**config.mk**
```make
export PLATFORM = sky130hd
export DESIGN_NAME = mac_tx_packet_arbiter_flat
export DESIGN_NICKNAME = d
export VERILOG_FILES = /design/src/rtl/mac_tx_packet_arbiter_pkg.sv /design/src/rtl/mac_tx_packet_arbiter_if.sv /design/src/rtl/mac_tx_packet_arbiter_rr_pick.sv /design/src/rtl/mac_tx_packet_arbiter.sv /design/src/flat_wrapper.sv
export SDC_FILE = /design/constraint.sdc
export NUM_CORES = 1
export LEC_CHECK = 0
export BUFFER_PORTS_ARGS = -buffer_cell sky130_fd_sc_hd__buf_4
export CORE_AREA = 5 5 160 162
export DETAILED_ROUTE_END_ITERATION = 8
export DIE_AREA = 0 0 165 167
export GPL_ROUTABILITY_DRIVEN = 0
export GPL_TIMING_DRIVEN = 0
export PLACE_DENSITY = 0.62
export SYNTH_ARGS = -nofsm -noshare
export SYNTH_HDL_FRONTEND = slang
export SYNTH_SLANG_ARGS = --single-unit
export TNS_END_PERCENT = 30
```
**constraint.sdc**
```tcl
create_clock -name clk156 -period 2.4 [get_ports clk156]
set_clock_uncertainty 0.1 [all_clocks]
set_input_delay 0.24 -clock clk156 [delete_from_list [all_inputs] [get_ports clk156]]
set_output_delay 0.24 -clock clk156 [all_outputs]
set_load 0.03 [all_outputs]
```
**src/rtl/mac_tx_packet_arbiter_pkg.sv**
```systemverilog
`default_nettype none
// ============================================================================
// Module   : mac_tx_arb_pkg
// Purpose  : Shared types and defaults for the MAC TX packet arbiter.
//            Provides the arbiter state encoding, default stream widths and
//            a helper for sizing port-index fields.
// Ports    : none (package)
// Revision : 1.0 - initial release
// ============================================================================
package mac_tx_arb_pkg;

  localparam int DEF_NUM_PORTS  = 4;
  localparam int DEF_DATA_WIDTH = 64;
  localparam int DEF_KEEP_WIDTH = 8;
  localparam int PKT_CNT_W      = 32;

  typedef enum logic [0:0] {
    IDLE = 1'b0,
    XFER = 1'b1
  } arb_state_e;

  // Width of an index able to address n ports; never narrower than one bit.
  function automatic int idx_w(input int n);
    return (n > 1) ? $clog2(n) : 1;
  endfunction

endpackage
`default_nettype wire

```
**src/rtl/mac_tx_packet_arbiter_if.sv**
```systemverilog
`default_nettype none
// ============================================================================
// Module   : mac_tx_packet_arbiter_if
// Purpose  : Bundles the NUM_PORTS source AXI-Stream inputs and the single
//            MAC-side AXI-Stream output of the TX packet arbiter.
// Ports    : s_axis_* - packed per-port source streams (port i at slice i)
//            m_axis_* - merged stream toward the MAC TX
// Modports : master - the sources and MAC (drive s_axis_*, m_axis_tready)
//            slave  - the arbiter (drives s_axis_tready, m_axis_*)
// Revision : 1.0 - initial release
// ============================================================================
interface mac_tx_packet_arbiter_if
  import mac_tx_arb_pkg::*;
#(
  parameter int NUM_PORTS  = DEF_NUM_PORTS,
  parameter int DATA_WIDTH = DEF_DATA_WIDTH,
  parameter int KEEP_WIDTH = DEF_KEEP_WIDTH
) ();

  logic [NUM_PORTS*DATA_WIDTH-1:0] s_axis_tdata;
  logic [NUM_PORTS*KEEP_WIDTH-1:0] s_axis_tkeep;
  logic [NUM_PORTS-1:0]            s_axis_tvalid;
  logic [NUM_PORTS-1:0]            s_axis_tlast;
  logic [NUM_PORTS-1:0]            s_axis_tready;

  logic [DATA_WIDTH-1:0]           m_axis_tdata;
  logic [KEEP_WIDTH-1:0]           m_axis_tkeep;
  logic                            m_axis_tvalid;
  logic                            m_axis_tlast;
  logic                            m_axis_tready;

  modport master (
    output s_axis_tdata, s_axis_tkeep, s_axis_tvalid, s_axis_tlast,
    input  s_axis_tready,
    input  m_axis_tdata, m_axis_tkeep, m_axis_tvalid, m_axis_tlast,
    output m_axis_tready
  );

  modport slave (
    input  s_axis_tdata, s_axis_tkeep, s_axis_tvalid, s_axis_tlast,
    output s_axis_tready,
    output m_axis_tdata, m_axis_tkeep, m_axis_tvalid, m_axis_tlast,
    input  m_axis_tready
  );

endinterface
`default_nettype wire

```
**src/rtl/mac_tx_packet_arbiter_rr_pick.sv**
```systemverilog
`default_nettype none
// ============================================================================
// Module   : rr_pick
// Purpose  : Combinational round-robin selector. Picks the first requesting
//            port searching upward from (last_i + 1) with wrap-around.
// Ports    : req_i  - request vector, one bit per port
//            last_i - index of the most recently served port
//            sel_o  - one-hot selection (all zero when no request)
//            idx_o  - binary index of the selection (0 when no request)
// Revision : 1.0 - initial release
// ============================================================================
module rr_pick
  import mac_tx_arb_pkg::*;
#(
  parameter int NUM_PORTS = DEF_NUM_PORTS,
  parameter int IDX_W     = idx_w(NUM_PORTS)
) (
  input  logic [NUM_PORTS-1:0] req_i,
  input  logic [IDX_W-1:0]     last_i,
  output logic [NUM_PORTS-1:0] sel_o,
  output logic [IDX_W-1:0]     idx_o
);

  logic found;

  // Two passes replace a modulo search: ports above last_i win first, and
  // only if none of them request do ports at or below last_i get a look.
  always_comb begin
    sel_o = '0;
    idx_o = '0;
    found = 1'b0;
    for (int i = 0; i < NUM_PORTS; i++) begin
      if (!found && req_i[i] && (i > int'(last_i))) begin
        found    = 1'b1;
        sel_o[i] = 1'b1;
        idx_o    = IDX_W'(i);
      end
    end
    for (int i = 0; i < NUM_PORTS; i++) begin
      if (!found && req_i[i] && (i <= int'(last_i))) begin
        found    = 1'b1;
        sel_o[i] = 1'b1;
        idx_o    = IDX_W'(i);
      end
    end
  end

endmodule
`default_nettype wire

```
**src/rtl/mac_tx_packet_arbiter.sv**
```systemverilog
`default_nettype none
// ============================================================================
// Module   : mac_tx_packet_arbiter
// Purpose  : Packet-granular round-robin arbiter merging NUM_PORTS AXI-Stream
//            sources onto the single 10G MAC TX stream (clk156 domain).
//            A granted port keeps the grant until its tlast beat is accepted;
//            new grants are issued only while link_ready is high.
// Ports    : clk156     - 156.25 MHz network clock
//            aresetn    - synchronous active-low reset
//            link_ready - network reset done, gates new grants only
//            bus        - source / MAC streams (slave modport)
//            grant      - one-hot current grant, 0 when idle
//            pkt_count  - packets forwarded (accepted tlast beats), wraps
// Revision : 1.0 - initial release
// ============================================================================
module mac_tx_packet_arbiter
  import mac_tx_arb_pkg::*;
#(
  parameter int NUM_PORTS  = DEF_NUM_PORTS,
  parameter int DATA_WIDTH = DEF_DATA_WIDTH,
  parameter int KEEP_WIDTH = DEF_KEEP_WIDTH
) (
  input  logic                  clk156,
  input  logic                  aresetn,
  input  logic                  link_ready,
  mac_tx_packet_arbiter_if.slave bus,
  output logic [NUM_PORTS-1:0]  grant,
  output logic [PKT_CNT_W-1:0]  pkt_count
);

  localparam int               IDX_W    = idx_w(NUM_PORTS);
  localparam logic [IDX_W-1:0] LAST_RST = IDX_W'(NUM_PORTS - 1);

  arb_state_e             state_q, state_d;
  logic [NUM_PORTS-1:0]   grant_q, grant_d;
  logic [IDX_W-1:0]       gidx_q, gidx_d;
  logic [IDX_W-1:0]       last_q, last_d;
  logic [PKT_CNT_W-1:0]   pkt_count_q, pkt_count_d;
  logic [DATA_WIDTH-1:0]  tdata_q, tdata_d;
  logic [KEEP_WIDTH-1:0]  tkeep_q, tkeep_d;
  logic                   tvalid_q, tvalid_d;
  logic                   tlast_q, tlast_d;

  logic [NUM_PORTS-1:0]   pick_sel;
  logic [IDX_W-1:0]       pick_idx;
  logic [DATA_WIDTH-1:0]  mux_data;
  logic [KEEP_WIDTH-1:0]  mux_keep;
  logic                   mux_last;
  logic                   out_free;
  logic [NUM_PORTS-1:0]   s_ready;
  logic                   accept;

  rr_pick #(
    .NUM_PORTS (NUM_PORTS),
    .IDX_W     (IDX_W)
  ) u_rr_pick (
    .req_i  (bus.s_axis_tvalid),
    .last_i (last_q),
    .sel_o  (pick_sel),
    .idx_o  (pick_idx)
  );

  // One-hot AND-OR mux of the granted port's beat.
  always_comb begin
    mux_data = '0;
    mux_keep = '0;
    mux_last = 1'b0;
    for (int i = 0; i < NUM_PORTS; i++) begin
      if (grant_q[i]) begin
        mux_data = mux_data | bus.s_axis_tdata[i*DATA_WIDTH +: DATA_WIDTH];
        mux_keep = mux_keep | bus.s_axis_tkeep[i*KEEP_WIDTH +: KEEP_WIDTH];
        mux_last = mux_last | bus.s_axis_tlast[i];
      end
    end
  end

  // The output register can take a beat when empty or draining this cycle.
  assign out_free = !tvalid_q || bus.m_axis_tready;
  assign s_ready  = ((state_q == XFER) && out_free) ? grant_q : '0;
  assign accept   = |(s_ready & bus.s_axis_tvalid);

  always_comb begin
    state_d     = state_q;
    grant_d     = grant_q;
    gidx_d      = gidx_q;
    last_d      = last_q;
    pkt_count_d = pkt_count_q;
    tdata_d     = tdata_q;
    tkeep_d     = tkeep_q;
    tvalid_d    = tvalid_q;
    tlast_d     = tlast_q;

    // A new beat takes priority over draining, keeping tvalid high.
    if (accept) begin
      tdata_d  = mux_data;
      tkeep_d  = mux_keep;
      tlast_d  = mux_last;
      tvalid_d = 1'b1;
    end else if (bus.m_axis_tready) begin
      tdata_d  = '0;
      tkeep_d  = '0;
      tlast_d  = 1'b0;
      tvalid_d = 1'b0;
    end

    case (state_q)
      IDLE: begin
        if (link_ready && (|bus.s_axis_tvalid)) begin
          state_d = XFER;
          grant_d = pick_sel;
          gidx_d  = pick_idx;
        end
      end
      XFER: begin
        // Arbitration for the next packet waits for the following IDLE cycle.
        if (accept && mux_last) begin
          state_d     = IDLE;
          grant_d     = '0;
          last_d      = gidx_q;
          pkt_count_d = pkt_count_q + PKT_CNT_W'(1);
        end
      end
      default: begin
        state_d = IDLE;
        grant_d = '0;
      end
    endcase
  end

  always_ff @(posedge clk156) begin
    if (!aresetn) begin
      state_q     <= IDLE;
      grant_q     <= '0;
      gidx_q      <= '0;
      last_q      <= LAST_RST;
      pkt_count_q <= '0;
      tdata_q     <= '0;
      tkeep_q     <= '0;
      tvalid_q    <= 1'b0;
      tlast_q     <= 1'b0;
    end else begin
      state_q     <= state_d;
      grant_q     <= grant_d;
      gidx_q      <= gidx_d;
      last_q      <= last_d;
      pkt_count_q <= pkt_count_d;
      tdata_q     <= tdata_d;
      tkeep_q     <= tkeep_d;
      tvalid_q    <= tvalid_d;
      tlast_q     <= tlast_d;
    end
  end

  assign bus.s_axis_tready = s_ready;
  assign bus.m_axis_tdata  = tdata_q;
  assign bus.m_axis_tkeep  = tkeep_q;
  assign bus.m_axis_tvalid = tvalid_q;
  assign bus.m_axis_tlast  = tlast_q;
  assign grant             = grant_q;
  assign pkt_count         = pkt_count_q;

endmodule
`default_nettype wire

```
**src/flat_wrapper.sv**
```systemverilog
// flat-port wrapper written by rule: the top's interface ports become plain ports
module mac_tx_packet_arbiter_flat import mac_tx_arb_pkg::*;
#(
  parameter int NUM_PORTS  = DEF_NUM_PORTS,
  parameter int DATA_WIDTH = DEF_DATA_WIDTH,
  parameter int KEEP_WIDTH = DEF_KEEP_WIDTH
)
  (clk156, aresetn, link_ready, grant, pkt_count, bus_s_axis_tdata, bus_s_axis_tkeep, bus_s_axis_tvalid, bus_s_axis_tlast, bus_s_axis_tready, bus_m_axis_tdata, bus_m_axis_tkeep, bus_m_axis_tvalid, bus_m_axis_tlast, bus_m_axis_tready);
  mac_tx_packet_arbiter_if #(.NUM_PORTS(NUM_PORTS), .DATA_WIDTH(DATA_WIDTH), .KEEP_WIDTH(KEEP_WIDTH)) bus_i ();
  input  logic clk156;
  input  logic aresetn;
  input  logic link_ready;
  output logic [NUM_PORTS-1:0] grant;
  output logic [PKT_CNT_W-1:0] pkt_count;
  input wire logic [$bits(bus_i.s_axis_tdata)-1:0] bus_s_axis_tdata;
  input wire logic [$bits(bus_i.s_axis_tkeep)-1:0] bus_s_axis_tkeep;
  input wire logic [$bits(bus_i.s_axis_tvalid)-1:0] bus_s_axis_tvalid;
  input wire logic [$bits(bus_i.s_axis_tlast)-1:0] bus_s_axis_tlast;
  output wire logic [$bits(bus_i.s_axis_tready)-1:0] bus_s_axis_tready;
  output wire logic [$bits(bus_i.m_axis_tdata)-1:0] bus_m_axis_tdata;
  output wire logic [$bits(bus_i.m_axis_tkeep)-1:0] bus_m_axis_tkeep;
  output wire logic [$bits(bus_i.m_axis_tvalid)-1:0] bus_m_axis_tvalid;
  output wire logic [$bits(bus_i.m_axis_tlast)-1:0] bus_m_axis_tlast;
  input wire logic [$bits(bus_i.m_axis_tready)-1:0] bus_m_axis_tready;
  assign bus_i.s_axis_tdata = bus_s_axis_tdata;
  assign bus_i.s_axis_tkeep = bus_s_axis_tkeep;
  assign bus_i.s_axis_tvalid = bus_s_axis_tvalid;
  assign bus_i.s_axis_tlast = bus_s_axis_tlast;
  assign bus_s_axis_tready = bus_i.s_axis_tready;
  assign bus_m_axis_tdata = bus_i.m_axis_tdata;
  assign bus_m_axis_tkeep = bus_i.m_axis_tkeep;
  assign bus_m_axis_tvalid = bus_i.m_axis_tvalid;
  assign bus_m_axis_tlast = bus_i.m_axis_tlast;
  assign bus_i.m_axis_tready = bus_m_axis_tready;
  mac_tx_packet_arbiter #(.NUM_PORTS(NUM_PORTS), .DATA_WIDTH(DATA_WIDTH), .KEEP_WIDTH(KEEP_WIDTH)) u_core (.clk156(clk156), .aresetn(aresetn), .link_ready(link_ready), .bus(bus_i), .grant(grant), .pkt_count(pkt_count));
endmodule
```
==> flow_metrics.py, run 1 <==
metrics = {
    "status": {
        "status": "complete, no violations",
    },
    "critical_path": {
        "cp_max_fo": 10,
        "cp.required_ns": 2.06,
        "endpoint_kind": "output port",
        "path_cells": "buf_2, clkbuf_4, and3_1, buf_4",
        "arrival_ns": 1.97,
        "crit_slowest_cell": "dfxtp_1",
        "crit_path_max_incr_delay_ns": 0.44,
        "critPathKind": "reg2out",
        "start_kind": "flip-flop",
    },
    "clock_tree": {
        "cts-root-buf": "clkbuf_16",
        "cts_tree": "built",
        "path_clk_slew_ns": 0.06,
        "post_cts_buffers": 0,
        "cts_buffers": 17,
        "clock-sinks": 115,
        "postCtsHoldBufs": 0,
        "htreeDepth": 4,
        "clock_latency_ns": 0.41,
        "cts_buffer_depth": 2,
    },
    "yosys": {
        "synth-seq-cells": 115,
        "synth_nets": 1055,
        "synthArstFlopShare": 0,
        "netlist_top_cells_area": "dfxtp_1, a22oi_1, o21a_1",
        "seq_area_frac_synth": 0.3670,
        "synth_edf_count": 0,
        "ys_types": 47,
        "syn_inst": 754,
        "yosysTopAreaCellShare": 0.3670,
        "yosys.area.top_type": "dfxtp_1",
        "ys_warn_count": 0,
        "ys.flop_type": "dfxtp_1",
        "avgSynthCellArea_sq_um": 8.320,
        "syn-cell-area_sq_um": 6274,
    },
    "route": {
        "drtIter0Drc": 513,
        "num_vias": 7891,
        "drt.antenna.violating_nets": 0,
        "drt_wl_total_um": 33550,
        "via_per_inst": 5.191,
        "wl_per_cell_um": 22.07,
        "drc": 0,
        "dr.pass1.iters": 5,
    },
    "job": {
        "max_cap_viol_count": 0,
    },
    "power_and_ir_drop": {
        "p_per_area_nw_per_um2": 519.9,
        "leakage_nw": 4.550,
        "ir_drop_uv": 383.3,
        "power_mw": 5.407,
    },
    "layout": {
        "most-common-layout-cells": "buf_4, a22oi_1, dfxtp_1",
        "nets": 1482,
        "synthToLayoutAreaGrowth_pct": 65.80,
        "final_common_cell": "buf_4",
        "final_util": 0.4341,
        "drive_gt1_frac": 0.3987,
        "fillers": 2443,
        "final_cell_area_sq_um": 10400,
    },
    "timing": {
        "fin_ws_ns": 0.09490,
        "slew_viol_final": 0,
        "slew_headroom": 0.2976,
        "hold_ws_ns": 0.09730,
        "period_minus_slack_ns": 2.305,
        "setup_viol": 0,
        "finalCritPeriodShare": 0.9605,
        "rsz0062_at_grt": "yes",
        "max_freq_ghz": 0.4338,
        "hold_viol_final": 0,
        "worst_pin_slew_ns": 1.054,
    },
    "floorplanning": {
        "ios": 414,
        "core-area_sq_um": 23960,
        "die_h_um": 167,
        "die_w_um": 165,
        "die-area_sq_um": 27560,
        "initial_utilization": 0.2618,
        "rows": 57,
    },
    "place": {
        "postPlaceCellArea_sq_um": 9749,
        "numPortBuffers": 409,
        "hpwlAfterDp_um": 25840,
        "dp_worst_setup_slack_ns": -0.3613,
    },
    "grt": {
        "antenna_found_initial": 2,
        "met2_usage": 0.3878,
        "top_usage_layer": "met2",
        "track_usage": 0.2255,
        "grt_max_degree": 20,
        "grtUsageMet1": 0.2818,
        "overflow": 0,
        "first_global_vias": 7709,
        "use_met3": 0.05536,
        "grt_pass1_wl_um": 47310,
    },
    "min_path": {
        "hold_class": "in2reg",
    },
}
[worst max-delay path: cells and delay by family, from the launching register on]
| family | cells | cell delay, ns |
|---|---|---|
| buffers and inverters | 3 | 0.90 |
| flip-flops | 1 | 0.44 |
| AND/OR/NAND/NOR | 1 | 0.21 |
[metrics by stage]
step	instances	TNS, ns
final	1520	0
after global placement	1487	-6.149
after CTS	1518	0
after floorplan	754	0
after global routing	1520	-0.05384
after detailed placement	1487	-6.590
[layer usage]
layer	wire [um]	up-vias
met4	441	0
met3	2677	27
li1	-	3756
met1	13850	3769
met5	0	-
met2	16580	339
[cell families after synthesis]
logic type | count (synthesis) | share of synthesized area
compound gates | 348 | 0.3785
simple gates | 187 | 0.1735
flops | 115 | 0.3670
buf+inv | 88 | 0.05804
xor+xnor | 15 | 0.02094
fa+ha+maj | 1 | 0.001994
[cell type report]
class | count | area, sq um | area share
Clock inverter | 13 | 172.7 | 0.01660
Tap cell | 324 | 405.4 | 0.03898
Antenna cell | 2 | 5.005 | 0.0004812
Clock buffer | 19 | 452.9 | 0.04355
Timing Repair Buffer | 409 | 3070 | 0.2952
Sequential cell | 115 | 2302 | 0.2213
Buffer | 78 | 346.6 | 0.03332
Multi-Input combinational cell | 551 | 3612 | 0.3473
Inverter | 9 | 33.78 | 0.003248
[registers in the layout, summed over array words and instances (netlist names)]
name and cells:
u_core.bus.m_axis_tlast 1, u_core.bus.m_axis_tvalid 1, u_core.state_q 1, u_core.pkt_count 32
u_core.grant 4, u_core.last_q 2, u_core.bus.m_axis_tdata 64, u_core.bus.m_axis_tkeep 8
u_core.gidx_q 2
[path summary, 6_finish.rpt]
check / startpoint / endpoint / slack, ns / cells past startpoint
min: link_ready / u_core.state_q / 0.1 / 3
max reg2reg: u_core.grant[1] / u_core.bus.m_axis_tkeep[4] / 0.14 / 5
min reg2reg: u_core.gidx_q[0] / u_core.gidx_q[0] / 0.38 / 2
max: u_core.grant[2] / bus_s_axis_tready[2] / 0.09 / 4
[cell usage after synthesis, types with 8 or more instances]
master,n
o21a_1,72
o21ai_0,15
and3_1,81
or3_1,12
dfxtp_1,115
xor2_1,13
nand3_1,26
a21oi_1,96
inv_1,9
buf_2,14
clkbuf_1,60
nand4_1,8
nor2_1,25
nand2_1,17
a22oi_1,147
[what timing repair did]
item / 4_1_cts / 5_1_grt
setup endpoints to repair: 49 / 25
resized for setup: 11 / 6
endpoints found under the hold margin: 0 / 0
[power by group]
part           leakage, nW  switching [mW]  internal [mW]
registers            0.927          0.0111           1.92
logic                 3.33           0.338          0.403
clock network        0.293            1.03           1.71
Note: power is estimated with default switching activity, not from simulation.
==> inputs of run 2 (changes only) <==
CAP_MARGIN = 25   (was not set)
CTS_CLUSTER_SIZE = 16   (was not set)
PLACE_DENSITY = 0.64   (was 0.62)
clock period = 2 ns   (was 2.4 ns; I/O delays follow)
==> run 2 against run 1 <==
  * Combinational power increased by 24%
  * Largest cell class unchanged
  * Critical endpoint is now u_core.pkt_count[31]
  * Largest power group unchanged
  * Hold slack lost 0.046 ns
  * Clock power up 12%
==> flow_metrics.py, run 2 (synthesized netlist as in run 1, its figures left out) <==
metrics = {
    "grt": {
        "grt_pass1_wl_um": 47440,
        "antenna_found_initial": 4,
        "overflow": 0,
        "track_usage": 0.2270,
        "grt_max_degree": 17,
        "first_global_vias": 7895,
    },
    "floorplanning": {
        "die_h_um": 167,
        "core-area_sq_um": 23960,
        "die-area_sq_um": 27560,
        "rows": 57,
        "initial_utilization": 0.2618,
        "die_w_um": 165,
        "ios": 414,
    },
    "clock_tree": {
        "path_clk_slew_ns": 0.06,
        "cts_buffers": 17,
        "clock-sinks": 115,
        "clock_latency_ns": 0.42,
        "htreeDepth": 4,
        "postCtsHoldBufs": 0,
        "cts-root-buf": "clkbuf_16",
        "cts_tree": "built",
        "cts_buffer_depth": 2,
    },
    "route": {
        "drtIter0Drc": 583,
        "via_per_inst": 5.196,
        "drc": 0,
        "dr.pass1.iters": 5,
        "drt.antenna.violating_nets": 0,
        "drt_wl_total_um": 33700,
        "num_vias": 7961,
        "wl_per_cell_um": 22.00,
    },
    "timing": {
        "slew_headroom": 0.4875,
        "slew_viol_final": 0,
        "max_freq_ghz": 0.5210,
        "rsz0062_at_grt": "yes",
        "worst_pin_slew_ns": 0.7688,
        "setup_viol": 0,
        "period_minus_slack_ns": 1.920,
        "hold_viol_final": 0,
        "finalCritPeriodShare": 0.9598,
        "fin_ws_ns": 0.08047,
    },
    "power_and_ir_drop": {
        "combinationalPowerShare": 0.146,
        "intPower_mw": 4.575,
        "leakage_nw": 4.678,
        "pwr-share-clk": 0.488,
        "p_switching_mw": 1.738,
        "switching_share": 0.2754,
        "p_per_area_nw_per_um2": 594.3,
        "power_frac_seq": 0.366,
        "ir_drop_uv": 457.2,
    },
    "layout": {
        "multi_input_area_sq_um": 3656,
        "final_common_cell": "buf_4",
        "fillers": 2469,
        "regArea_sq_um": 2328,
        "synthToLayoutAreaGrowth_pct": 69.35,
        "final_util": 0.4433,
        "drive_gt1_frac": 0.4266,
        "largest_register_ffs": 64,
        "nets": 1493,
        "fin_cells": 1532,
        "most-common-layout-cells": "buf_4, a22oi_1, dfxtp_1",
    },
    "place": {
        "hpwlAfterDp_um": 25610,
        "dp_worst_setup_slack_ns": -0.7016,
        "numPortBuffers": 409,
        "dp_cells": 1487,
    },
    "critical_path": {
        "path_delay_family": "compound AO/OA/AOI/OAI gates",
        "worstRegToRegCells": 6,
        "path_cells": "a22oi_2, a221oi_4, buf_4, nand4_4, or4_1, a21oi_1",
        "r2r_end": "u_core.pkt_count[31]",
        "cp_max_fo": 10,
        "worst-path-buf-inv": 1,
        "start_kind": "flip-flop",
        "critPathKind": "reg2reg",
        "endpoint_kind": "flip-flop",
        "cp.required_ns": 2.24,
        "crit_path_max_incr_delay_ns": 0.43,
        "r2r_setup_slack_ns": 0.08,
        "r2r_start": "u_core.grant[1]",
        "arrival_ns": 2.16,
        "crit_slowest_cell": "or4_1",
    },
    "job": {
        "max_cap_viol_count": 0,
    },
    "min_path": {
        "hold_end": "u_core.grant[1]",
        "whs_path_depth": 3,
        "hold_class": "in2reg",
        "min_from": "bus_s_axis_tvalid[1]",
    },
    "status": {
        "status": "complete, no violations",
    },
}
==> run 2: cell count changes in the layout (fill, tap and decap cells not counted), sizes merged <==
cell	previous run	this run
buf	429	436
bufinv	3	1
clkbuf	76	77
clkdlybuf4s15	0	1
clkinvlp	4	2
diode	2	3
inv	13	19
==> run 2: timing repair <==
item / 4_1_cts / 5_1_grt
setup buffers: 7 / 3
setup endpoints to repair: 84 / 70
gates cloned: 0 / 0
gates resized for setup: 45 / 22
pin swaps: 3 / 4
==> run 2: area by class of cell <==
type	count	area share
Buffer	79	0.04346
Multi-Input combinational cell	551	0.3441
Sequential cell	115	0.2192
Antenna cell	3	0.0007066
Clock buffer	17	0.04004
Timing Repair Buffer	419	0.2961
Tap cell	324	0.03816
Clock inverter	15	0.01507
Inverter	9	0.003180
==> run 2: how the worst max path moves through the flow <==
stage / from / to / slack (ns) / cells past startpoint
2_1_floorplan: u_core.pkt_count[13] / u_core.pkt_count[31] / -0.0008 / 5
3_3_place_gp: u_core.grant[2] / bus_s_axis_tready[2] / -0.71 / 4
3_5_place_dp: u_core.grant[1] / u_core.bus.m_axis_tkeep[2] / -0.70 / 5
4_1_cts: u_core.grant[0] / u_core.bus.m_axis_tdata[41] / -0.0002 / 8
5_1_grt: u_core.state_q / u_core.pkt_count[30] / -0.03 / 6
6_report: u_core.grant[1] / u_core.pkt_count[31] / 0.08 / 6
==> run 2: power by group through the flow <==
stage                     Sequential [mW]  Combinational, mW  Clock, mW
after detailed placement             2.37              0.887          0
after global routing                 2.31              0.977       3.24
after floorplan                      2.38              0.258          0
final                                2.31              0.920       3.08
after global placement               2.37              0.879          0
after CTS                            2.32              0.910       3.14
==> run 2: routing by layer <==
layer | vias up | part of all wire | routed length [um] | global-route usage
li1 | 3773 | - | - | -
met1 | 3786 | 0.40 | 13510 | 0.2722
met2 | 357 | 0.50 | 16750 | 0.3917
met3 | 43 | 0.081 | 2715 | 0.06599
met4 | 2 | 0.021 | 708 | 0.06474
met5 | - | 0.00036 | 12 | 0
==> run 2: per-stage QoR <==
stage | total power, mW | cell area, sq um | hold slack (ns) | setup TNS [ns]
global placement | 3.245 | 9757 | 0.3688 | -32.00
finish | 6.313 | 10620 | 0.05167 | 0
floorplan | 2.640 | 6281 | 0.2989 | -0.0008306
detailed placement | 3.253 | 9757 | 0.3648 | -32.01
global route | 6.530 | 10620 | 0.03438 | -0.05313
CTS | 6.363 | 10530 | 0.02152 | -0.0001519
==> run 2: tightest hold or removal path, cell delays in order <==
cell     delay (ns)
buf_2          0.16
nand3_1        0.08
a21oi_1        0.07
